File: config.mk
export PLATFORM = sky130hd
export DESIGN_NAME = csr_spi_bridge
export DESIGN_NICKNAME = d
export VERILOG_FILES = /design/src/rtl/csr_spi_bridge.sv
export SDC_FILE = /design/constraint.sdc
export NUM_CORES = 1
export LEC_CHECK = 0
export BUFFER_PORTS_ARGS = -buffer_cell sky130_fd_sc_hd__buf_2
export CORE_MARGIN = 1
export CORE_UTILIZATION = 30
export CTS_CLUSTER_SIZE = 8
export DETAILED_ROUTE_END_ITERATION = 16
export GPL_TIMING_DRIVEN = 0
export SETUP_SLACK_MARGIN = 0.4
export SLEW_MARGIN = 20
export SYNTH_ARGS = -nofsm -noshare
export SYNTH_HDL_FRONTEND = slang
export SYNTH_SLANG_ARGS = --single-unit
File: constraint.sdc
create_clock -name clk -period 2.2 [get_ports clk]
set_input_delay 0.11 -clock clk [delete_from_list [all_inputs] [get_ports clk]]
set_output_delay 0.11 -clock clk [all_outputs]
set_load 0.02 [all_outputs]
File: src/rtl/csr_spi_bridge.sv
// Byte-stream to CSR bridge: command, address and data bytes from the SPI byte layer become CSR strobes.
// Define CSR_SPI_BRIDGE_ERR_EN to build the sticky overrun flag on err_o (otherwise err_o is tied 0).
module csr_spi_bridge #(
  parameter int ADDR_WIDTH   = 12,
  parameter int DATA_BYTES   = 1,
  parameter int READ_LATENCY = 1
) (
  input  logic                      clk,
  input  logic                      rst,
  input  logic                      spi_rst_i,
  input  logic [7:0]                rx_data_i,
  input  logic                      rx_pop_i,
  output logic [7:0]                tx_data_o,
  output logic                      tx_load_o,
  output logic [ADDR_WIDTH-1:0]     csr_addr_o,
  output logic [8*DATA_BYTES-1:0]   csr_wdata_o,
  output logic                      csr_we_o,
  output logic                      csr_re_o,
  input  logic [8*DATA_BYTES-1:0]   csr_rdata_i,
  output logic                      err_o
);

  localparam int DW         = 8 * DATA_BYTES;
  localparam int ADDR_BYTES = (ADDR_WIDTH + 7) / 8;
  localparam logic [2:0] ADDR_LAST = 3'(ADDR_BYTES - 1);
  localparam logic [2:0] WORD_LAST = 3'(DATA_BYTES - 1);
  localparam logic [2:0] WORD_FULL = 3'(DATA_BYTES);
  localparam logic [2:0] WAIT_DONE = 3'(READ_LATENCY);

  typedef enum logic [2:0] {ST_CMD, ST_ADDR, ST_WDATA, ST_RWAIT, ST_RDATA} state_t;

  state_t          state_reg, state_next;
  logic            write_reg, hold_reg;
  logic [2:0]      byte_cnt_reg, wait_cnt_reg;
  logic [DW-1:0]   wbuf_reg, rbuf_reg;

  logic            clr, pop;
  logic            addr_done, word_done, capture, rd_next_byte, rd_word_end;
  logic            we_set, re_set, load_set;
  logic [ADDR_WIDTH-1:0] addr_shift;
  logic [DW-1:0]   word_shift;

  // A frame abort behaves exactly like reset, and it beats a coincident pop.
  assign clr = rst | spi_rst_i;
  assign pop = rx_pop_i & ~clr;

  // Shifting left by a byte naturally discards address bits above ADDR_WIDTH.
  assign addr_shift = (csr_addr_o << 8) | ADDR_WIDTH'(rx_data_i);
  assign word_shift = (wbuf_reg << 8) | DW'(rx_data_i);

  always_ff @(posedge clk) begin
    if (clr) state_reg <= ST_CMD;
    else     state_reg <= state_next;
  end

  always_comb begin
    state_next = state_reg;
    case (state_reg)
      ST_CMD:   if (pop)         state_next = ST_ADDR;
      ST_ADDR:  if (addr_done)   state_next = write_reg ? ST_WDATA : ST_RWAIT;
      ST_RWAIT: if (capture)     state_next = ST_RDATA;
      ST_RDATA: if (rd_word_end) state_next = ST_RWAIT;
      default:  ;
    endcase
  end

  always_comb begin
    addr_done    = 1'b0;
    word_done    = 1'b0;
    capture      = 1'b0;
    rd_next_byte = 1'b0;
    rd_word_end  = 1'b0;
    case (state_reg)
      ST_ADDR:  addr_done = pop && (byte_cnt_reg == ADDR_LAST);
      ST_WDATA: word_done = pop && (byte_cnt_reg == WORD_LAST);
      ST_RWAIT: capture   = (wait_cnt_reg == WAIT_DONE);
      ST_RDATA: begin
        // byte_cnt_reg holds how many bytes of the word were already handed to tx
        rd_word_end  = pop && (byte_cnt_reg == WORD_FULL);
        rd_next_byte = pop && (byte_cnt_reg != WORD_FULL);
      end
      default: ;
    endcase
    we_set   = word_done;
    re_set   = (addr_done && !write_reg) || rd_word_end;
    load_set = capture || rd_next_byte;
  end

  always_ff @(posedge clk) begin
    if (clr) begin
      write_reg    <= 1'b0;
      hold_reg     <= 1'b0;
      byte_cnt_reg <= '0;
      wait_cnt_reg <= '0;
      wbuf_reg     <= '0;
      rbuf_reg     <= '0;
      csr_addr_o   <= '0;
      csr_wdata_o  <= '0;
      csr_we_o     <= 1'b0;
      csr_re_o     <= 1'b0;
      tx_data_o    <= '0;
      tx_load_o    <= 1'b0;
    end else begin
      csr_we_o     <= we_set;
      csr_re_o     <= re_set;
      tx_load_o    <= load_set;
      wait_cnt_reg <= (state_reg == ST_RWAIT) ? wait_cnt_reg + 3'd1 : 3'd0;
      if (state_reg == ST_CMD && pop) begin
        write_reg    <= rx_data_i[7];
        hold_reg     <= rx_data_i[6];
        byte_cnt_reg <= '0;
      end
      if (state_reg == ST_ADDR && pop) begin
        csr_addr_o   <= addr_shift;
        byte_cnt_reg <= addr_done ? 3'd0 : byte_cnt_reg + 3'd1;
      end
      if (state_reg == ST_WDATA && pop) begin
        wbuf_reg     <= word_shift;
        byte_cnt_reg <= word_done ? 3'd0 : byte_cnt_reg + 3'd1;
        if (word_done) csr_wdata_o <= word_shift;
      end
      // Write address advances after its strobe; read address advances with the next strobe.
      if (csr_we_o && !hold_reg) csr_addr_o <= csr_addr_o + ADDR_WIDTH'(1);
      if (rd_word_end && !hold_reg) csr_addr_o <= csr_addr_o + ADDR_WIDTH'(1);
      if (capture) begin
        tx_data_o    <= csr_rdata_i[DW-1 -: 8];
        rbuf_reg     <= csr_rdata_i << 8;
        byte_cnt_reg <= 3'd1;
      end
      if (rd_next_byte) begin
        tx_data_o    <= rbuf_reg[DW-1 -: 8];
        rbuf_reg     <= rbuf_reg << 8;
        byte_cnt_reg <= byte_cnt_reg + 3'd1;
      end
    end
  end

`ifdef CSR_SPI_BRIDGE_ERR_EN
  logic overrun;
  logic err_reg;
  assign overrun = (state_reg == ST_RWAIT) && pop;

  // Survives frame aborts so the host can poll it later.
  always_ff @(posedge clk) begin
    if (rst)          err_reg <= 1'b0;
    else if (overrun) err_reg <= 1'b1;
  end
  assign err_o = err_reg;
`else
  assign err_o = 1'b0;
`endif

endmodule
# [Word-level counts from Yosys, hierarchy flattened]
# Cells that the tools add are included.
[totals] reg_bits=42 inputBits=20 output_inout_bits=32 word_cells=75
[classes] add_sub_neg=3 n_eq_ne=11 n_mux=23 n_bitwise=5 reduce_logical=22
[ops] operator="2-to-1 mux 12 bit" count=3
[ops] operator="2-to-1 mux 3 bit" count=11
[ops] operator="2-to-1 mux 8 bit" count=2
[ops] operator="adder 12 x 1 -> 12 bit (second input constant)" count=1
[ops] operator="OR 12 x 8 -> 12 bit" count=1
[ops] operator="one-hot mux 3 bit (4 select lines)" count=1
[ops] operator="== test 3 x 1 -> 1 bit (second input constant)" count=3
[ops] operator="logical AND 1 bit" count=9
[ops] operator="inequality test 2 bit (second input constant)" count=4
[ops] operator="adder 3 x 1 -> 3 bit (second input constant)" count=2
[ops] operator="== test 3 x 2 -> 1 bit (second input constant)" count=2
[ops] operator="logical NOT 3 bit" count=2
[ops] operator="2-to-1 mux 1 bit" count=6
[ops] operator="AND reduction 5 bit" count=1
[ops] operator="nonzero test 5 bit" count=1
[ops] operator="nonzero test 4 bit" count=1
[ops] operator="== test 3 bit (second input constant)" count=1
[ops] operator="inequality test 3 x 1 -> 1 bit (second input constant)" count=1
[ops] operator="nonzero test 3 bit" count=1
[ops] operator="logical NOT 1 bit" count=2
[ops] operator="logical OR 1 bit" count=2
[ops] operator="inverter 1 bit" count=2
[ops] operator="AND reduction 2 bit" count=1
[ops] operator="nonzero test 2 bit" count=1
[ops] operator="other kinds (3)" count=3

# [Longest topological paths before layout]
# Gate-level depths: netlist of the first run.
[depth] depth_word=10 ltp_mapped=7 mapped_depth_nobuf=7

# [Least setup slack after synthesis of the first run]
# OpenSTA, ideal clock, no wires.
[synth_timing] path_kind="reg2reg" startpoint="register byte_cnt_reg[1]" endpoint="register csr_addr_o[7]" setup_ns=0.117 t_arrival_ns=1.645 required_time_ns=2.083 slack_ns=0.439 path_stages_with_launch=8 path_buffers=0 synth_period_minus_slack_ns=1.761 cell_sequence="dfxtp_1 inv_1 ha_1 nor2b_1 a31oi_1 nor2_4 a32o_1 a22o_1"
[synth_between] elab_chain_cells=5 elab_cells_between_ends=6 classes_between="eq/ne: 1; mux: 2; reduce/logical: 3"
[synth_lines] element="from (decl)" line_no="34" rtl="logic [2:0] byte_cnt_reg, wait_cnt_reg;"
[synth_lines] element="from (signal assigned)" line_no="115" rtl="byte_cnt_reg <= addr_done ? 3'd0 : byte_cnt_reg + 3'd1;"
[synth_lines] element="from (signal assigned)" line_no="119" rtl="byte_cnt_reg <= word_done ? 3'd0 : byte_cnt_reg + 3'd1;"
[synth_lines] element="from (signal assigned)" line_no="133" rtl="byte_cnt_reg <= byte_cnt_reg + 3'd1;"
[synth_lines] element="== test 3 x 1 -> 1 bit *" line_no="79" rtl="rd_word_end = pop && (byte_cnt_reg == WORD_FULL);"
[synth_lines] element="logical AND 1 bit *" line_no="79"
[synth_lines] element="2-to-1 mux 1 bit *" line_no="73" rtl="case (state_reg)"
[synth_lines] element="logical AND 1 bit *" line_no="124" rtl="if (rd_word_end && !hold_reg) csr_addr_o <= csr_addr_o + ADDR_WIDTH'(1);"
[synth_lines] element="nonzero test 3 bit (no line) or 2-to-1 mux 12 bit (tied branches)"
[synth_lines] element="to (signal assigned)" line_no="114" rtl="csr_addr_o <= addr_shift;"
[synth_lines] element="to (signal assigned)" line_no="123" rtl="if (csr_we_o && !hold_reg) csr_addr_o <= csr_addr_o + ADDR_WIDTH'(1);"
[synth_lines] element="to (signal assigned)" line_no="124"
[synth_lines] element="to (decl)" line_no="15" rtl="output logic [ADDR_WIDTH-1:0] csr_addr_o,"
# Mark *: on every way between the ends. The rest lies on a longest branch, timed or not.
# A chain may end at the register's enable or synchronous reset.

# [Worst setup path in the final report of the first run]
[layout_timing] startpoint="register byte_cnt_reg[1]" endpoint="register csr_addr_o[11]"
# The elaborated chain is that of the path after synthesis.

==> results of run 1 <==
## critical path, cell delays in order, from the launching register on
cell      delay [ps]
dfxtp_2          340
inv_2             70
ha_4             140
nor2b_4          200
a31o_2           210
nand2_2          110
or4_1            480
o211ai_1          90
## per-layer routing
metal / vias up / share of wire (%)
met5: - / 0
met4: 0 / 1.5
met3: 7 / 5.5
met2: 47 / 45
met1: 909 / 48
li1: 980 / -
## where the power goes
part / internal (mW) / total [mW] / switching [mW]
Clock: 0.224 / 0.507 / 0.283
Sequential: 0.760 / 0.763 / 0.00307
Combinational: 0.0300 / 0.0779 / 0.0479
Total: 1.01 / 1.35 / 0.334
## Yosys cell counts (2+ instances only)
cell type	number
a311oi_1	3
nor2b_1	5
nor3b_1	2
and2_1	3
ha_1	6
a31o_2	2
clkbuf_1	6
dfxtp_1	42
buf_4	2
a21oi_1	24
a221o_1	3
buf_2	2
inv_1	8
xnor2_1	2
nand4_1	5
and3_1	3
o2bb2ai_1	2
o211ai_1	2
nor4_1	2
mux2i_1	9
o21ai_0	10
xor2_1	2
nor2_1	24
nor3_1	3
nand2_1	30
a31oi_1	2
nor2_4	2
a22oi_1	2
nand3_1	11
## logic make-up after synthesis
kind of cell / after synthesis / share of synthesized area, %
other cells: 1 / 0.1834
fa+ha+maj: 7 / 4.161
compound gates: 60 / 19.10
simple gates: 99 / 24.79
xor+xnor: 4 / 1.714
buf+inv: 19 / 3.978
mux: 10 / 4.957
flops: 42 / 41.13
## stage by stage
| stage | area (sq um) | setup WS, ps |
|---|---|---|
| finish | 2595 | 494.7 |
| global route | 2595 | 379.1 |
| CTS | 2515 | 385.1 |
| detailed placement | 2386 | 194.2 |
| global placement | 2386 | 204.9 |
| floorplan | 2044 | 438.7 |
## how the worst max path moves through the flow
stage | endpoint | start | cells after the start | slack [ps]
after floorplan | csr_addr_o[7] | byte_cnt_reg[1] | 7 | 440
after global placement | csr_addr_o[10] | byte_cnt_reg[0] | 6 | 200
after detailed placement | csr_addr_o[9] | byte_cnt_reg[1] | 7 | 190
after CTS | csr_addr_o[9] | state_reg[2] | 5 | 390
after global routing | state_reg[0] | byte_cnt_reg[1] | 7 | 380
final | csr_addr_o[11] | byte_cnt_reg[1] | 7 | 490
## repair_timing
| item | in CTS | in global routing |
|---|---|---|
| buffers inserted | 0 | 2 |
| hold buffers | 0 | 0 |
| resized for setup | 8 | 21 |
| endpoints found under the setup margin | 12 | 22 |
| pin swaps | 0 | 3 |
## final cells by class
class	count	area, sq um	area share [%]
buffer	11	58.81	2.266
clock buffer	6	72.57	2.797
clock inverter	2	13.76	0.5304
inverter	8	30.03	1.157
multi-input combinational	181	1215	46.82
sequential	42	848.3	32.69
tap	77	96.34	3.713
timing repair buffer	51	260.3	10.03
==> impl_metrics.tcl, run 1 <==
set metrics [dict create \
    syn_area_sq_um 2044 \
    use_met3_pct 3.638 \
    finalMaxSlewViolations 0 \
    num-fill-cells 685 \
    syn_to_final_growth_pct 26.93 \
    synth_nets 268 \
    ys_seq_area_share_pct 41.13 \
    cts_sinks 42 \
    core_area_sq_um 6459 \
    num_antenna_cells 0 \
    r2r_cells 7 \
    crit_fanout 6 \
    cts_buffer_depth 2 \
    via_per_inst 5.140 \
    die_w_um 84.55 \
    vias 1943 \
    globalRouteMet2Util_pct 23.58 \
    largestRegisters "csr_addr_o (12), csr_wdata_o (8), tx_data_o (8)" \
    crit_path_end_kind "register" \
    start_kind "register" \
    synth.largest_area_cell "dfxtp_1" \
    grt_max_degree 14 \
    grt_overflow 0 \
    routed_wl_um 5291 \
    hold_violations 0 \
    setup_viol 0 \
    clock_latency_ps 310 \
    layout_commonest_cell "buf_2" \
    layout_common_cells "buf_2, dfxtp_1, nand2_1" \
    hold_start "csr_rdata_i[5]" \
    drcViolationCount 3 \
    violations "design-rule violations" \
    dieArea_sq_um 7149 \
    busiest_layer "met2" \
    cts_tree "done" \
    numCtsBuffers 5 \
    firstDrtPassIters 10 \
    yosys.cell_types.count 52 \
    wl_per_cell_um 14.00 \
    synth_enable_flop_cells 0 \
    root_buffer "clkbuf_8" \
    path_class "reg -> reg" \
    power_mw 1.349 \
    grt_first_pass_wirelength_um 8556 \
    ys_top_cells_by_area "dfxtp_1, a21oi_1, nand2_1, mux2i_1, nor2_1" \
    drt_iter0_markers 112 \
    power_density_nw_per_um2 519.7 \
    num-nets-final 326 \
    finalWorstPathRequiredPeriod_ps 1705 \
    finClkSkew_ps 8.405 \
    stdcell_count 378 \
    gp_congestion 0.8234 \
    synthCells 242 \
    holdPathEnd "tx_data_o[5]" \
    initial_core_util_pct 31.65 \
    tightestPinTransition_ps 554.2 \
    rows 29 \
    fin_crit_sh_pct 77.52 \
    dp_hpwl_um 3826 \
    min_path_type "in -> reg" \
    syn_area_per_cell_sq_um 8.448 \
    grtUsageMet1_pct 20.01 \
    status "finished, violations left" \
    arrival_ps 1940 \
    antenna_found_initial 0 \
    h-tree-depth 2 \
    reg2reg_to "csr_addr_o[11]" \
    clkTransAtPathRegs_ps 90 \
    r2r_slack_ps 490 \
    final_util_pct 40.18 \
    whs_path_depth 3 \
    die_y_um 84.55 \
    ant_nets 0 \
    cap_violations 0 \
    slew_headroom_pct 63.06 \
    grt_use_total_pct 15.04 \
    reg2reg_from "byte_cnt_reg[1]" \
    synth_top_cell_area_share_pct 41.13 \
    numPortBuffers 49 \
    synthFlopType "dfxtp_1" \
    crit_required_ps 2440 \
    fmaxAchievable_ghz 0.5864 \
    synth-async-reset-ratio_pct 0 \
    setup-tns-final_ps 0 \
    dp_cells 368 \
    max_flop_register "csr_addr_o" \
    ys_seq_elements 42 \
    ys_warn_count 0 \
    ioPinCount 52 \
    largest_reg_flops 12 \
    grt_pass1_vias 1766 \
    layout-drive-gt1-share_pct 29.90 \
    rsz0062_at_grt "false" \
    fin_hold_ws_ps 38.05 \
    leakagePower_nw 1.000 \
    vdd_drop_max_uv 233.4 \
]
(Power assumes the default switching activity.)
==> run 2, diff against run 1 <==
Clock period 2.2 ns to 1.4 ns, I/O delays scaled along.
==> run 2 against run 1 <==
Via count is 7.7% higher; sequential cell count stayed put; power is 89% higher; die area stayed put; the flow finishes with violations (design-rule violations, negative setup slack); clock-buffer cell count is 1 lower.
==> impl_metrics.tcl, run 2 (same netlist as run 1, synthesis figures left out) <==
set metrics [dict create \
    status "finished, violations left" \
    violations "design-rule violations, negative setup slack" \
    drt_iter0_markers 96 \
    root_buffer "clkbuf_8" \
    num-nets-final 352 \
    cts_sinks 42 \
    finalMaxSlewViolations 0 \
    cts_buffer_depth 2 \
    setup-tns-final_ps -4569 \
    hold_start "rx_data_i[2]" \
    hold_violations 0 \
    r2r_cells 7 \
    path_class "reg -> reg" \
    whs_path_depth 3 \
    grt_first_pass_wirelength_um 9356 \
    crit_path_max_incr_delay_ps 420 \
    die_y_um 84.55 \
    numCtsBuffers 5 \
    vias 2093 \
    routed_wl_um 5965 \
    num_antenna_cells 0 \
    antenna_found_initial 0 \
    largestRegisters "csr_addr_o (12), csr_wdata_o (8), tx_data_o (8)" \
    ant_nets 0 \
    dp_hpwl_um 3867 \
    leakagePower_nw 1.318 \
    grt_overflow 0 \
    holdPathEnd "csr_wdata_o[2]" \
    r2r_slack_ps -230 \
    clock_latency_ps 310 \
    syn_to_final_growth_pct 57.53 \
    setup_viol 33 \
    cap_violations 0 \
    initial_core_util_pct 31.65 \
    rows 29 \
    largest_reg_flops 12 \
    fin_hold_ws_ps 6.212 \
    gp_congestion 0.8319 \
    layout-drive-gt1-share_pct 52.29 \
    grt_max_degree 15 \
    layout_commonest_cell "buf_2" \
    grt_pass1_vias 1974 \
    reg2reg_from "byte_cnt_reg[1]" \
    max_flop_register "csr_addr_o" \
    vdd_drop_max_uv 464.1 \
    finalWorstPathRequiredPeriod_ps 1633 \
    arrival_ps 1870 \
    tightestPinTransition_ps 596.0 \
    layout_common_cells "buf_2, dfxtp_1, nor2_1" \
    num-fill-cells 597 \
    core_area_sq_um 6459 \
    clkTransAtPathRegs_ps 90 \
    multi_input_area_sq_um 1468 \
    fin_crit_sh_pct 116.6 \
    slew_headroom_pct 60.26 \
    crit_fanout 4 \
    numPortBuffers 49 \
    regArea_sq_um 874.6 \
    fmaxAchievable_ghz 0.6125 \
    worst_path_max_delay_cell "or4_1" \
    dieArea_sq_um 7149 \
    min_path_type "in -> reg" \
    rsz0062_at_grt "true" \
    timing.final.ws_setup_ps -232.6 \
    power_mw 2.545 \
    die_w_um 84.55 \
    crit_path_end_kind "register" \
    power_density_nw_per_um2 790.4 \
    worstPathCellList "inv_2 > ha_4 > nor2b_4 > a31o_4 > nand2_4 > or4_1 > o211ai_1" \
    grt_use_total_pct 16.49 \
    drcViolationCount 4 \
    via_per_inst 5.181 \
    firstDrtPassIters 10 \
    cts_tree "done" \
    ioPinCount 52 \
    crit_required_ps 1640 \
    finClkSkew_ps 10.77 \
    start_kind "register" \
    h-tree-depth 2 \
    reg2reg_to "csr_addr_o[11]" \
    wl_per_cell_um 14.76 \
]
run 2: changes by cell type in the layout (fill, tap and decap cells not counted), sizes merged:
cell | before | now
dlygate4sd3 | 0 | 3
buf | 55 | 80
bufinv | 0 | 2
clkinv | 2 | 1
clkbuf | 13 | 10
run 2: critical path: cells and delay by family, from the launching register on:
kind	cells	cell delay (ps)
AOI/OAI and AO/OA	2	320
adders and majority gates	1	140
buffers and inverters	1	70
DFF	1	330
and+or+nand+nor	3	710
run 2: timing repair:
action,in CTS,in global routing
hold buffers,3,0
hold endpoints to repair,3,0
cloned,1,0
resized for setup,30,43
pin swaps,22,28
endpoints found under the setup margin,47,46
setup buffers,23,1
run 2: power by group:
group	switching (mW)	internal [mW]	total (mW)	leakage, nW
clock network	0.473	0.715	1.19	0.0683
registers	0.00487	1.19	1.19	0.348
logic	0.101	0.0669	0.168	0.902
run 2: layout make-up:
cell class	instances	share of cell area, %
inverters	8	0.9324
repair buffers	77	16.12
clock buffers	5	2.137
well taps	77	2.991
flip-flops and latches	42	27.16
plain buffers	11	2.953
clock inverters	3	2.137
multi-input cells	181	45.57
run 2: per-layer routing:
metal / part of all wire (%) / routed length [um] / global-route usage, %
met1: 47 / 2828 / 22.00
met2: 47 / 2801 / 25.79
met3: 3.5 / 210 / 3.048
met4: 2.1 / 124 / 7.704
met5: 0 / 0 / 0
run 2: how the worst max path moves through the flow:
stage / from / to / slack, ps
detailed placement: state_reg[2] / csr_addr_o[10] / -350
global placement: state_reg[2] / csr_addr_o[9] / -340
CTS: byte_cnt_reg[1] / csr_addr_o[10] / -250
global route: byte_cnt_reg[1] / byte_cnt_reg[0] / -330
finish: byte_cnt_reg[1] / csr_addr_o[11] / -230
floorplan: byte_cnt_reg[1] / state_reg[0] / -200
run 2: metrics by stage:
step	instances	cell area (sq um)	setup WS, ps	util [%]
6_report	404	3221	-232.6	49.86
5_1_grt	404	3221	-325.2	49.86
4_1_cts	403	3067	-253.1	47.48
3_5_place_dp	368	2594	-346.9	40.16
3_3_place_gp	368	2594	-344.5	40.16
2_1_floorplan	242	2252	-200.3	-
==> run 3, diff against run 2 <==
Settings changed: CORE_ASPECT_RATIO set to 1.5, RECOVER_POWER set to 50, SLEW_MARGIN 20 to 0.
==> run 3 against run 2 <==
The flow finishes with violations (negative setup slack); maximum frequency decreased by 0.50%; first-iteration DRC count is 19% higher; setup slack worse by 8.3 ps; sequential share of layout area rose by 0.084 points; via count up 2.4%; clock skew is 7.4 ps lower; clock power decreased by 17%; design area shrank 0.74%; combinational power is essentially flat; largest cell class unchanged.
==> impl_metrics.tcl, run 3 (same netlist as run 1, synthesis figures left out) <==
set metrics [dict create \
    stdcell_area_sq_um 3197 \
    layout-drive-gt1-share_pct 49.54 \
    rows 36 \
    globalRouteMet2Util_pct 32.64 \
    die_w_um 69.41 \
    routed_wl_um 6069 \
    path_class "reg -> reg" \
    power_density_nw_per_um2 735.4 \
    core_area_sq_um 6531 \
    vdd_drop_max_uv 424.5 \
    die_y_um 103.1 \
    reg2reg_to "state_reg[1]" \
    root_buffer "clkbuf_8" \
    grt_use_total_pct 16.68 \
    finalWorstPathRequiredPeriod_ps 1641 \
    layout_commonest_cell "buf_2" \
    timing.final.ws_setup_ps -240.8 \
    grt_pass1_vias 2066 \
    setup_viol 33 \
    dp_hpwl_um 3981 \
    placed_area_sq_um 2592 \
    clkTransAtPathRegs_ps 80 \
    status "finished, violations left" \
    initial_core_util_pct 31.30 \
    worstPathCellList "inv_2 > ha_4 > nand2b_4 > maj3_2 > o41ai_4 > nor3b_2 > a31o_2" \
    r2r_slack_ps -240 \
    tightestPinTransition_ps 667.5 \
    layout_common_cells "buf_2, dfxtp_1, clkbuf_1" \
    grt_max_degree 15 \
    ant_nets 0 \
    finClkSkew_ps 3.377 \
    numCtsBuffers 5 \
    cts_sinks 42 \
    holdPathEnd "tx_data_o[3]" \
    cts_buffer_depth 2 \
    fmaxAchievable_ghz 0.6094 \
    via_per_inst 5.373 \
    leakagePower_nw 1.192 \
    fin_crit_sh_pct 117.2 \
    start_kind "register" \
    rsz0062_at_grt "true" \
    crit_required_ps 1640 \
    min_path_type "in -> reg" \
    crit_fanout 2 \
    worst_path_max_delay_cell "dfxtp_2" \
    gp_congestion 0.8932 \
    drcViolationCount 0 \
    wl_per_cell_um 15.21 \
    firstDrtPassIters 4 \
    whs_path_depth 3 \
    r2r_cells 7 \
    grt_first_pass_wirelength_um 9542 \
    vias 2144 \
    clock_latency_ps 300 \
    max_flop_register "csr_addr_o" \
    arrival_ps 1880 \
    hold_violations 0 \
    finalMaxSlewViolations 0 \
    drt_iter0_markers 114 \
    dp_cells 367 \
    violations "negative setup slack" \
    largestRegisters "csr_addr_o (12), csr_wdata_o (8), tx_data_o (8)" \
    grt_overflow 0 \
    grtUsageMet1_pct 17.35 \
    crit_path_max_incr_delay_ps 330 \
    busiest_layer "met2" \
    antenna_found_initial 0 \
    stdcell_count 399 \
    hold_start "csr_rdata_i[3]" \
    num_antenna_cells 0 \
    dieArea_sq_um 7156 \
    crit_path_end_kind "register" \
    numPortBuffers 49 \
    cap_violations 0 \
    h-tree-depth 2 \
    num-nets-final 348 \
    largest_reg_flops 12 \
    ioPinCount 52 \
    cts_tree "done" \
    slew_headroom_pct 55.50 \
    use_met3_pct 3.030 \
    syn_to_final_growth_pct 56.36 \
    reg2reg_from "byte_cnt_reg[1]" \
]
[run 3: cell types whose count changed in the layout (fill, tap and decap cells not counted), sizes merged]
| cell | change |
|---|---|
| dlygate4sd3 | -3 |
| a21oi | +1 |
| bufinv | -1 |
| inv | +2 |
| clkbuf | +20 |
| buf | -22 |
| clkinv | -1 |
[run 3: through the flow]
| step | setup TNS [ps] | utilization [%] | power (mW) | worst slack (ps) | hold slack (ps) |
|---|---|---|---|---|---|
| floorplan | -1465 | - | 1.295 | -200.3 | 206.0 |
| global placement | -7396 | 39.69 | 1.352 | -326.4 | 316.1 |
| detailed placement | -7459 | 39.69 | 1.353 | -334.4 | 322.3 |
| CTS | -4176 | 46.32 | 2.359 | -228.7 | 1.910 |
| global route | -6888 | 48.95 | 2.430 | -305.8 | 9.941 |
| finish | -4616 | 48.95 | 2.351 | -240.8 | 11.44 |
[run 3: area by class of cell]
type | count | area (sq um)
well taps | 76 | 95.09
inverters | 8 | 30.03
clock inverters | 3 | 42.54
plain buffers | 11 | 92.59
multi-input cells | 182 | 1544
flip-flops and latches | 42 | 870.8
fillers | 601 | 3334
repair buffers | 72 | 452.9
clock buffers | 5 | 68.82
[run 3: what timing repair did]
action,4_1_cts,5_1_grt
resized for setup,47,37
cloned,1,1
endpoints found under the setup margin,46,46
setup buffers,18,4
hold buffers,0,0
pin swaps,36,23
[run 3: how the worst max path moves through the flow]
stage	start	to	slack (ps)	cells after the start
floorplan	byte_cnt_reg[1]	state_reg[0]	-200	7
global placement	byte_cnt_reg[1]	state_reg[0]	-330	7
detailed placement	byte_cnt_reg[1]	state_reg[0]	-330	7
CTS	state_reg[1]	csr_addr_o[9]	-230	6
global route	byte_cnt_reg[1]	state_reg[1]	-310	7
finish	byte_cnt_reg[1]	state_reg[1]	-240	7
[run 3: where the power goes]
group          total (mW)  internal, mW  switching (mW)
Clock               0.990         0.534           0.457
Combinational       0.166        0.0639           0.102
Sequential           1.19          1.19         0.00529
[run 3: per-layer routing]
layer	part of all wire (%)	routed length, um
met1	39	2375
met2	53	3213
met3	4.9	297
met4	3.0	183
met5	0	0
[run 3: worst max-delay path: cells and delay by family (launching register included)]
family          cells  cell delay, ps
compound gates      2             390
simple gates        2             330
fa+ha+maj           2             470
buf+inv             1              70
flops               1             330
